===== config.mk =====
export PLATFORM = sky130hd
export DESIGN_NAME = logit_vote_classifier
export DESIGN_NICKNAME = d
export VERILOG_FILES = /design/src/rtl/logit_vote_classifier.sv
export SDC_FILE = /design/constraint.sdc
export NUM_CORES = 1
export LEC_CHECK = 0
export CAP_MARGIN = 10
export CORE_ASPECT_RATIO = 0.75
export CORE_MARGIN = 1.5
export CORE_UTILIZATION = 52
export CTS_CLUSTER_SIZE = 25
export DETAILED_ROUTE_END_ITERATION = 7
export PLACE_DENSITY = 0.77
export SETUP_SLACK_MARGIN = 0.15
export SYNTH_ARGS = -nofsm -noshare
export SYNTH_HDL_FRONTEND = slang
export SYNTH_SLANG_ARGS = --single-unit

===== constraint.sdc =====
create_clock -name clk -period 6.05 [get_ports clk]
set_input_delay 1.21 -clock clk [delete_from_list [all_inputs] [get_ports clk]]
set_output_delay 1.21 -clock clk [all_outputs]
set_load 0.02 [all_outputs]

===== src/rtl/logit_vote_classifier.sv =====
// logit_vote_classifier
//   Sequential argmax over NUM_CLASSES signed logits with runner-up, margin, low-confidence
//   flag and a sliding-window majority vote over the most recent predictions.
//
// Ports
//   clk               clock
//   rst_n             synchronous active-low reset
//   i_valid/i_ready   frame handshake; i_ready is high only while idle
//   i_logits          packed logits, class k at [k*DATA_WIDTH +: DATA_WIDTH], signed
//   o_valid/o_ready   result handshake
//   o_predicted_class argmax of the frame (ties -> lower index)
//   o_runner_up       second-best class (ties -> lower index)
//   o_margin          best - second, unsigned, DATA_WIDTH+1 bits
//   o_low_conf        o_margin <= MARGIN_THRESH
//   o_vote_class      class with the highest count in the vote history (ties -> lower index)
//   o_vote_full       history holds VOTE_WINDOW frames
//   i_clear_votes     synchronous clear of the vote history, wins over a coincident update
module logit_vote_classifier #(
  parameter int unsigned NUM_CLASSES       = 3,
  parameter int unsigned DATA_WIDTH        = 16,
  parameter int unsigned CLASS_WIDTH       = 2,
  parameter int unsigned MARGIN_THRESH     = 0,
  parameter int unsigned VOTE_WINDOW       = 4,
  parameter int unsigned VOTE_SKIP_LOWCONF = 0
) (
  input  logic                              clk,
  input  logic                              rst_n,
  input  logic                              i_valid,
  output logic                              i_ready,
  input  logic [NUM_CLASSES*DATA_WIDTH-1:0] i_logits,
  output logic                              o_valid,
  input  logic                              o_ready,
  output logic [CLASS_WIDTH-1:0]            o_predicted_class,
  output logic [CLASS_WIDTH-1:0]            o_runner_up,
  output logic [DATA_WIDTH:0]               o_margin,
  output logic                              o_low_conf,
  output logic [CLASS_WIDTH-1:0]            o_vote_class,
  output logic                              o_vote_full,
  input  logic                              i_clear_votes
);

  localparam int unsigned CntW   = $clog2(VOTE_WINDOW + 1);
  localparam int unsigned FrameW = NUM_CLASSES * DATA_WIDTH;

  typedef enum logic [1:0] {StIdle, StScan, StOut} state_e;

  state_e state_q, state_d;

  logic [FrameW-1:0]             frame_q, frame_d;
  logic [CLASS_WIDTH-1:0]        idx_q, idx_d;
  logic [CLASS_WIDTH-1:0]        best_q, best_d, second_q, second_d;
  logic signed [DATA_WIDTH-1:0]  best_val_q, best_val_d, second_val_q, second_val_d;
  logic                          best_vld_q, best_vld_d, second_vld_q, second_vld_d;

  logic [CLASS_WIDTH-1:0]        pred_q, pred_d, runner_q, runner_d;
  logic [DATA_WIDTH:0]           margin_q, margin_d;
  logic                          low_conf_q, low_conf_d;

  logic [CLASS_WIDTH-1:0]        hist_q [VOTE_WINDOW];
  logic [CLASS_WIDTH-1:0]        hist_d [VOTE_WINDOW];
  logic [CntW-1:0]               fill_q, fill_d;
  logic [CntW-1:0]               cnt_q [NUM_CLASSES];
  logic [CntW-1:0]               cnt_d [NUM_CLASSES];

  logic signed [DATA_WIDTH-1:0]  cur_val;
  logic                          accept, scan_last, hist_full, vote_push;
  logic [DATA_WIDTH:0]           margin_calc;
  logic                          low_conf_calc;
  logic [CLASS_WIDTH-1:0]        oldest;
  logic [CLASS_WIDTH-1:0]        vote_class;
  logic [CntW-1:0]               vote_max;

  assign i_ready   = (state_q == StIdle);
  assign o_valid   = (state_q == StOut);
  assign accept    = i_valid && i_ready;
  assign scan_last = (state_q == StScan) && (idx_q == CLASS_WIDTH'(NUM_CLASSES - 1));
  assign cur_val   = frame_q[int'(idx_q) * DATA_WIDTH +: DATA_WIDTH];
  assign hist_full = (fill_q == CntW'(VOTE_WINDOW));
  assign oldest    = hist_q[VOTE_WINDOW-1];

  // Sign-extend both operands so best - second never overflows.
  assign margin_calc   = {best_val_d[DATA_WIDTH-1], best_val_d}
                       - {second_val_d[DATA_WIDTH-1], second_val_d};
  assign low_conf_calc = (margin_calc <= (DATA_WIDTH + 1)'(MARGIN_THRESH));
  assign vote_push     = scan_last && !((VOTE_SKIP_LOWCONF != 0) && low_conf_calc);

  // FSM and scan datapath
  always_comb begin
    state_d      = state_q;
    frame_d      = frame_q;
    idx_d        = idx_q;
    best_d       = best_q;
    best_val_d   = best_val_q;
    best_vld_d   = best_vld_q;
    second_d     = second_q;
    second_val_d = second_val_q;
    second_vld_d = second_vld_q;

    unique case (state_q)
      StIdle: begin
        if (accept) begin
          state_d      = StScan;
          frame_d      = i_logits;
          idx_d        = '0;
          best_vld_d   = 1'b0;
          second_vld_d = 1'b0;
        end
      end
      StScan: begin
        // Strict compares keep the lower index on ties.
        if (!best_vld_q || (cur_val > best_val_q)) begin
          second_d     = best_q;
          second_val_d = best_val_q;
          second_vld_d = best_vld_q;
          best_d       = idx_q;
          best_val_d   = cur_val;
          best_vld_d   = 1'b1;
        end else if (!second_vld_q || (cur_val > second_val_q)) begin
          second_d     = idx_q;
          second_val_d = cur_val;
          second_vld_d = 1'b1;
        end
        idx_d = idx_q + CLASS_WIDTH'(1);
        if (scan_last) begin
          state_d = StOut;
        end
      end
      StOut: begin
        if (o_ready) begin
          state_d = StIdle;
        end
      end
      default: state_d = StIdle;
    endcase
  end

  // Result registers load on the SCAN->OUT edge and hold otherwise.
  always_comb begin
    pred_d     = pred_q;
    runner_d   = runner_q;
    margin_d   = margin_q;
    low_conf_d = low_conf_q;
    if (scan_last) begin
      pred_d     = best_d;
      runner_d   = second_d;
      margin_d   = margin_calc;
      low_conf_d = low_conf_calc;
    end
  end

  // Vote history: newest at index 0, oldest at VOTE_WINDOW-1 once full.
  always_comb begin
    hist_d = hist_q;
    fill_d = fill_q;
    cnt_d  = cnt_q;
    if (i_clear_votes) begin
      for (int i = 0; i < int'(VOTE_WINDOW); i++) hist_d[i] = '0;
      for (int k = 0; k < int'(NUM_CLASSES); k++) cnt_d[k] = '0;
      fill_d = '0;
    end else if (vote_push) begin
      hist_d[0] = best_d;
      for (int i = 1; i < int'(VOTE_WINDOW); i++) hist_d[i] = hist_q[i-1];
      if (!hist_full) begin
        fill_d = fill_q + CntW'(1);
      end
      for (int k = 0; k < int'(NUM_CLASSES); k++) begin
        if ((best_d == CLASS_WIDTH'(k)) && !(hist_full && (oldest == CLASS_WIDTH'(k)))) begin
          cnt_d[k] = cnt_q[k] + CntW'(1);
        end else if ((best_d != CLASS_WIDTH'(k)) && hist_full &&
                     (oldest == CLASS_WIDTH'(k))) begin
          cnt_d[k] = cnt_q[k] - CntW'(1);
        end
      end
    end
  end

  // Majority from registered counts, lower index wins ties.
  always_comb begin
    vote_class = '0;
    vote_max   = cnt_q[0];
    for (int k = 1; k < int'(NUM_CLASSES); k++) begin
      if (cnt_q[k] > vote_max) begin
        vote_max   = cnt_q[k];
        vote_class = CLASS_WIDTH'(k);
      end
    end
  end

  always_ff @(posedge clk) begin
    if (!rst_n) begin
      state_q      <= StIdle;
      frame_q      <= '0;
      idx_q        <= '0;
      best_q       <= '0;
      best_val_q   <= '0;
      best_vld_q   <= 1'b0;
      second_q     <= '0;
      second_val_q <= '0;
      second_vld_q <= 1'b0;
      pred_q       <= '0;
      runner_q     <= '0;
      margin_q     <= '0;
      low_conf_q   <= 1'b0;
      hist_q       <= '{default: '0};
      fill_q       <= '0;
      cnt_q        <= '{default: '0};
    end else begin
      state_q      <= state_d;
      frame_q      <= frame_d;
      idx_q        <= idx_d;
      best_q       <= best_d;
      best_val_q   <= best_val_d;
      best_vld_q   <= best_vld_d;
      second_q     <= second_d;
      second_val_q <= second_val_d;
      second_vld_q <= second_vld_d;
      pred_q       <= pred_d;
      runner_q     <= runner_d;
      margin_q     <= margin_d;
      low_conf_q   <= low_conf_d;
      hist_q       <= hist_d;
      fill_q       <= fill_d;
      cnt_q        <= cnt_d;
    end
  end

  assign o_predicted_class = pred_q;
  assign o_runner_up       = runner_q;
  assign o_margin          = margin_q;
  assign o_low_conf        = low_conf_q;
  assign o_vote_class      = vote_class;
  assign o_vote_full       = hist_full;

endmodule

==> results of run 1 <==
==> what timing repair did <==
item	in CTS	in global routing
buffers inserted	0	2
setup endpoints to repair	0	10
gates resized for setup	0	18
hold buffers	0	0
==> worst max-delay path, delay by kind of cell, from the launching register on <==
family	cells	cell delay, ns
AO/OA/AOI/OAI	11	2.17
AND/OR/NAND/NOR	8	1.42
adder cells (fa/ha/maj)	3	0.84
buffers and inverters	3	0.57
flip-flops	1	0.32
XOR/XNOR	1	0.23
==> cell families (layout without fill, tap and decap cells) <==
| kind of cell | Yosys count | after routing | share of synthesized area |
|---|---|---|---|
| compound gates | 243 | 243 | 0.193 |
| xor+xnor | 18 | 18 | 0.0217 |
| fa+ha+maj | 60 | 60 | 0.107 |
| buf+inv | 106 | 194 | 0.0558 |
| flops | 132 | 132 | 0.364 |
| mux | 27 | 27 | 0.0375 |
| simple gates | 359 | 359 | 0.222 |
==> sequential cells by signal, indices dropped and copies added, names as in the netlist, 3 cells and up, named ones only <==
signal / cells
o_margin: 17
second_val_q: 16
best_val_q: 15
cnt_q: 9
hist_q: 6
fill_q: 3
frame_q: 48
==> synth_stat cells, types with 3 or more instances <==
cell type / n
a211oi_1: 10
a21o_1: 14
a21oi_1: 107
a31oi_1: 6
and2_1: 21
and3_1: 6
clkbuf_1: 50
dfxtp_1: 132
fa_1: 4
ha_1: 56
inv_1: 52
mux2i_1: 25
nand2_1: 181
nand2b_1: 5
nand3_1: 8
nand4_1: 5
nor2_1: 73
nor2b_1: 10
nor3_1: 28
nor4_1: 3
o211ai_1: 5
o21a_1: 4
o21ai_0: 69
o22ai_1: 5
o31ai_1: 3
or2_2: 3
or3_1: 3
xnor2_1: 10
xor2_1: 8
==> through the flow <==
step           setup WS (ns)  area [sq um]
3_3_place_gp           0.410          8300
2_1_floorplan          0.223          7290
4_1_cts                0.267          8890
5_1_grt               0.0868          8960
3_5_place_dp           0.308          8300
6_report               0.433          8960
==> how the worst max path moves through the flow <==
| stage | start | end | slack [ns] | cells after the start |
|---|---|---|---|---|
| after global routing | idx_q[0]$_SDFFE_PN0P_ | o_low_conf$_SDFFE_PN0P_ | 0.09 | 27 |
| after CTS | idx_q[0]$_SDFFE_PN0P_ | o_low_conf$_SDFFE_PN0P_ | 0.27 | 25 |
| final | idx_q[0]$_SDFFE_PN0P_ | o_low_conf$_SDFFE_PN0P_ | 0.43 | 26 |
| after global placement | idx_q[0]$_SDFFE_PN0P_ | o_low_conf$_SDFFE_PN0P_ | 0.41 | 25 |
| after detailed placement | idx_q[0]$_SDFFE_PN0P_ | o_low_conf$_SDFFE_PN0P_ | 0.31 | 25 |
| after floorplan | idx_q[0]$_SDFFE_PN0P_ | o_low_conf$_SDFFE_PN0P_ | 0.22 | 26 |
==> cell type report <==
class	instances	area, sq um
tap	175	219
timing repair buffer	109	1020
multi-input combinational	707	4290
sequential	132	2640
clock buffer	18	439
inverter	53	199
clock inverter	14	151
fill	1184	4740
==> per-layer routing <==
metal  GRT usage  wire length (um)  share of wire
met1       0.386              9330           0.49
met2       0.379              8060           0.43
met3      0.0636              1340          0.071
met4      0.0532               137         0.0073
met5           0                 0              0
==> power by group through the flow <==
| stage | registers [W] | logic, W | clock network [W] |
|---|---|---|---|
| after floorplan | 0.000945 | 0.000396 | 0 |
| after global placement | 0.000952 | 0.000561 | 0 |
| after detailed placement | 0.000952 | 0.000564 | 0 |
| after CTS | 0.000933 | 0.000571 | 0.00103 |
| after global routing | 0.000938 | 0.000657 | 0.00107 |
| final | 0.000935 | 0.000599 | 0.00102 |
==> results.py, run 1 <==
metrics = {
    "setup_path": {
        "path_max_fanout": 13,
        "path_common_cell": "o21ai_0",
        "slowest_delay_ns": 0.59,
        "crit_path_end_kind": "flip-flop",
        "required_ns": 6.41,
        "regToRegSetupSlack_ns": 0.43,
        "startpoint_type": "flip-flop",
        "crit_arrival_ns": 5.97,
        "reg2reg_depth": 26,
        "path_class": "flip-flop to flip-flop",
        "cp_slowest_cell": "or4_4",
        "reg2reg_to": "o_low_conf$_SDFFE_PN0P_",
        "reg2reg_from": "idx_q[0]$_SDFFE_PN0P_",
    },
    "drt": {
        "ant_nets": 0,
        "drc": 3,
        "first_iter_violations": 468,
        "drt_wl_total_um": 18900,
        "vias_per_cell": 5.61,
        "wire_per_inst_um": 15.6,
        "drtPass1Iterations": 7,
        "vias": 6779,
    },
    "yosys": {
        "synth_warnings": 0,
        "synthFlopType": "dfxtp_1",
        "synth_area_sq_um": 7270,
        "synth.distinct_cells": 60,
        "avgSynthCellArea_sq_um": 7.69,
        "syn-num-nets": 1058,
        "yosys-top-cells-area": "dfxtp_1 (36%), ha_1 (9.6%), nand2_1 (9.3%), a21oi_1 (7.4%), o21ai_0 (4.8%)",
        "syn_inst": 945,
        "yosysSeqAreaShare": 0.364,
        "synth-edff-count": 0,
        "synth_top_cell_by_area": "dfxtp_1",
        "synth_seq_cells": 132,
        "synth-async-reset-ratio": 0,
        "synth_top_cell_area_share": 0.364,
    },
    "sta": {
        "fmax_ghz": 0.178,
        "worst_slew_pin_slew_ns": 0.896,
        "drv_slew": 0,
        "period_needed_ns": 5.62,
        "skew_ns": 0.00909,
        "hold_slack_ns": 0.452,
        "relSlewSlack": 0.402,
        "setup_tns_ns": 0,
        "rsz0062_at_grt": "yes",
        "fin_crit_sh": 0.928,
        "finalHoldViolations": 0,
        "setup_violations": 0,
    },
    "global_route": {
        "grt_pass1_vias": 6257,
        "grt_pass1_wl_um": 30800,
        "antenna_found_initial": 0,
        "grt_max_degree": 53,
        "grtUsageTotal": 0.260,
        "grt-ovfl-total": 0,
    },
    "power": {
        "power.density_nw_per_um2": 285,
        "ir_drop_v": 0.000200,
        "leakage_nw": 3.50,
        "pwr-share-comb": 0.234,
        "p_sw_frac": 0.306,
        "switching_power_w": 0.000784,
        "p_clk_frac": 0.400,
        "total_power_w": 0.00256,
        "cell_internal_pwr_w": 0.00177,
        "p_seq_frac": 0.366,
    },
    "clock_tree": {
        "htreeDepth": 4,
        "cts_tree": "done",
        "numCtsBuffers": 17,
        "ctsRootBufferMaster": "clkbuf_16",
        "clkSinkCount": 132,
        "clock_path_buffers": 2,
        "clock_latency_ns": 0.42,
        "clkTransAtPathRegs_ns": 0.06,
    },
    "floorplanning": {
        "start_util": 0.530,
        "core_area_sq_um": 13700,
        "dieArea_sq_um": 14700,
        "dieWidth_um": 140,
        "num_rows": 37,
        "die_y_um": 105,
        "boundaryPins": 80,
    },
    "cells_and_area": {
        "layout.cells.non_filler": 1208,
        "layout-drive-gt1-share": 0.0852,
        "diodes": 0,
        "layout.nets": 1133,
        "area_delta_synth_final_pct": 23.2,
        "final_util": 0.654,
        "layout_commonest_cell": "nand2_1",
        "final_cell_mix": "nand2_1 (181), dfxtp_1 (131), a21oi_1 (105), clkdlybuf4s50_1 (79), nor2_1 (71)",
    },
    "flow_run": {
        "maxCapViolations": 0,
    },
    "run_status": {
        "status": "complete, but fails checks",
        "violations": "DRC",
    },
    "min_path": {
        "hold_depth": 2,
        "hold_path_class": "flip-flop to flip-flop",
        "hold_path.startpoint": "frame_q[10]$_SDFFE_PN0P_",
        "hold_end": "frame_q[10]$_SDFFE_PN0P_",
    },
    "placement": {
        "port_buffers": 79,
        "gp_congestion": 0.971,
        "post-place-cells": 1174,
        "dp.final_hpwl_um": 13900,
    },
}
No activity file was read; power rests on OpenSTA's default activity.
==> inputs of run 2 (changes only) <==
Settings changed: ABC_AREA from default to 0, CORE_ASPECT_RATIO 0.75 to 1.4.
==> results.py, run 2 (same netlist as run 1, synthesis figures left out) <==
metrics = {
    "drt": {
        "drtPass1Iterations": 5,
        "wire_per_inst_um": 14.5,
        "first_iter_violations": 315,
        "ant_nets": 0,
        "vias": 6619,
        "vias_per_cell": 5.46,
        "drt_wl_total_um": 17600,
        "drc": 0,
    },
    "clock_tree": {
        "clkSinkCount": 132,
        "hold_buffers": 0,
        "clock_path_buffers": 2,
        "numCtsBuffers": 17,
        "clock_latency_ns": 0.42,
        "htreeDepth": 4,
        "ctsRootBufferMaster": "clkbuf_16",
        "cts_tree": "done",
        "clkTransAtPathRegs_ns": 0.06,
    },
    "setup_path": {
        "cp_slowest_cell": "or4_4",
        "path_max_fanout": 6,
        "crit_path_end_kind": "flip-flop",
        "crit_arrival_ns": 5.96,
        "cp_cell_sequence": "buf_4 > mux2i_1 > o22ai_1 > ha_1 > nand4_2 > or4_4 > o22ai_4 > a22oi_2 > or3_1 > o22ai_1 > a21oi_1 > fa_1 > nor2b_1 > o21ai_0 > a21boi_1 > o21ai_1 > nand2b_1 > o21ai_1 > o21a_4 > or4_4 > nand3_2 > nor4_2 > a31o_1",
        "required_ns": 6.36,
        "startpoint_type": "flip-flop",
        "slowest_delay_ns": 0.58,
        "path_class": "flip-flop to flip-flop",
    },
    "cells_and_area": {
        "reg_top3": "frame_q: 48 flops, o_margin: 17 flops, second_val_q: 16 flops",
        "top_register": "frame_q",
        "diodes": 0,
        "register_area_sq_um": 2640,
        "final_cell_mix": "nand2_1 (181), dfxtp_1 (131), a21oi_1 (105), clkdlybuf4s50_1 (79), nor2_1 (71)",
        "multi_input_area_sq_um": 4310,
        "fill_cells": 1167,
        "area_delta_synth_final_pct": 24.1,
        "layout_commonest_cell": "nand2_1",
        "layout-drive-gt1-share": 0.0854,
        "layout.cells.non_filler": 1212,
        "largest_register_ffs": 48,
        "layout.nets": 1130,
        "final_util": 0.668,
    },
    "sta": {
        "skew_ns": 0.0101,
        "finalHoldViolations": 0,
        "worst_slew_pin_slew_ns": 0.974,
        "setup_tns_ns": 0,
        "drv_slew": 0,
        "relSlewSlack": 0.342,
        "fmax_ghz": 0.177,
        "fin_crit_sh": 0.933,
        "period_needed_ns": 5.65,
        "rsz0062_at_grt": "no",
        "setup_violations": 0,
    },
    "flow_run": {
        "maxCapViolations": 0,
    },
    "floorplanning": {
        "start_util": 0.538,
        "die_y_um": 143,
        "boundaryPins": 80,
        "core_area_sq_um": 13500,
        "dieArea_sq_um": 14700,
        "num_rows": 50,
        "dieWidth_um": 103,
    },
    "placement": {
        "port_buffers": 79,
        "dp.final_hpwl_um": 12700,
        "gp_congestion": 0.956,
        "post-place-cells": 1177,
    },
    "global_route": {
        "grt_pass1_vias": 6232,
        "grt-ovfl-total": 0,
        "grtUsageTotal": 0.251,
        "grt_pass1_wl_um": 29400,
        "antenna_found_initial": 0,
        "grt_max_degree": 53,
    },
    "run_status": {
        "status": "complete, no violations",
    },
    "power": {
        "ir_drop_v": 0.000170,
        "leakage_nw": 3.51,
        "power.density_nw_per_um2": 292,
        "total_power_w": 0.00264,
    },
    "min_path": {
        "hold_path_class": "flip-flop to flip-flop",
    },
}
[run 2: layout make-up]
type                    instances  area share
clock buffers                  20      0.0517
clock inverters                12      0.0197
inverters                      53      0.0220
multi-input cells             707       0.478
flip-flops and latches        132       0.293
well taps                     182      0.0252
repair buffers                106       0.111
[run 2: worst paths after layout]
kind	startpoint	end	slack [ns]	cells after the start
max	idx_q[0]$_SDFFE_PN0P_	o_low_conf$_SDFFE_PN0P_	0.40	23
min reg2reg	hist_q[4]$_SDFFE_PP0P_	hist_q[2]$_SDFFE_PP0P_	0.45	2
min	hist_q[4]$_SDFFE_PP0P_	hist_q[2]$_SDFFE_PP0P_	0.45	2
max reg2reg	idx_q[0]$_SDFFE_PN0P_	o_low_conf$_SDFFE_PN0P_	0.40	23
[run 2: timing repair]
item                       in CTS  in global routing
resized for setup               1                 24
pin swaps                       0                  2
setup endpoints to repair       1                 10
setup buffers                   0                  3
[run 2: worst max-delay path, delay by kind of cell (launching register included)]
family                   cells  cell delay, ns
flip-flops                   1            0.39
multiplexers                 1            0.20
adder cells (fa/ha/maj)      2            0.84
buffers and inverters        1            0.19
AO/OA/AOI/OAI               11            1.79
AND/OR/NAND/NOR              8            2.11
[run 2: report_power, final]
part           switching (W)  leakage, nW  total [W]  internal (W)
registers          0.0000250         1.08   0.000934      0.000909
logic               0.000341         2.13   0.000583      0.000241
clock network       0.000399        0.304    0.00112      0.000722
total               0.000766         3.51    0.00264       0.00187
[run 2: per-stage QoR]
| stage | worst slack, ns | hold slack [ns] | cell area, sq um |
|---|---|---|---|
| after CTS | 0.151 | 0.452 | 8930 |
| after global placement | 0.339 | 0.437 | 8280 |
| after floorplan | 0.223 | 0.432 | 7290 |
| final | 0.403 | 0.449 | 9020 |
| after global routing | 0.126 | 0.471 | 9020 |
| after detailed placement | 0.148 | 0.444 | 8280 |
[run 2: layer usage]
layer | vias to the layer above | track usage | wire (um)
li1 | 3388 | - | -
met1 | 3042 | 0.318 | 7850
met2 | 159 | 0.426 | 8740
met3 | 30 | 0.0352 | 614
met4 | 0 | 0.100 | 385
met5 | - | 0 | 0
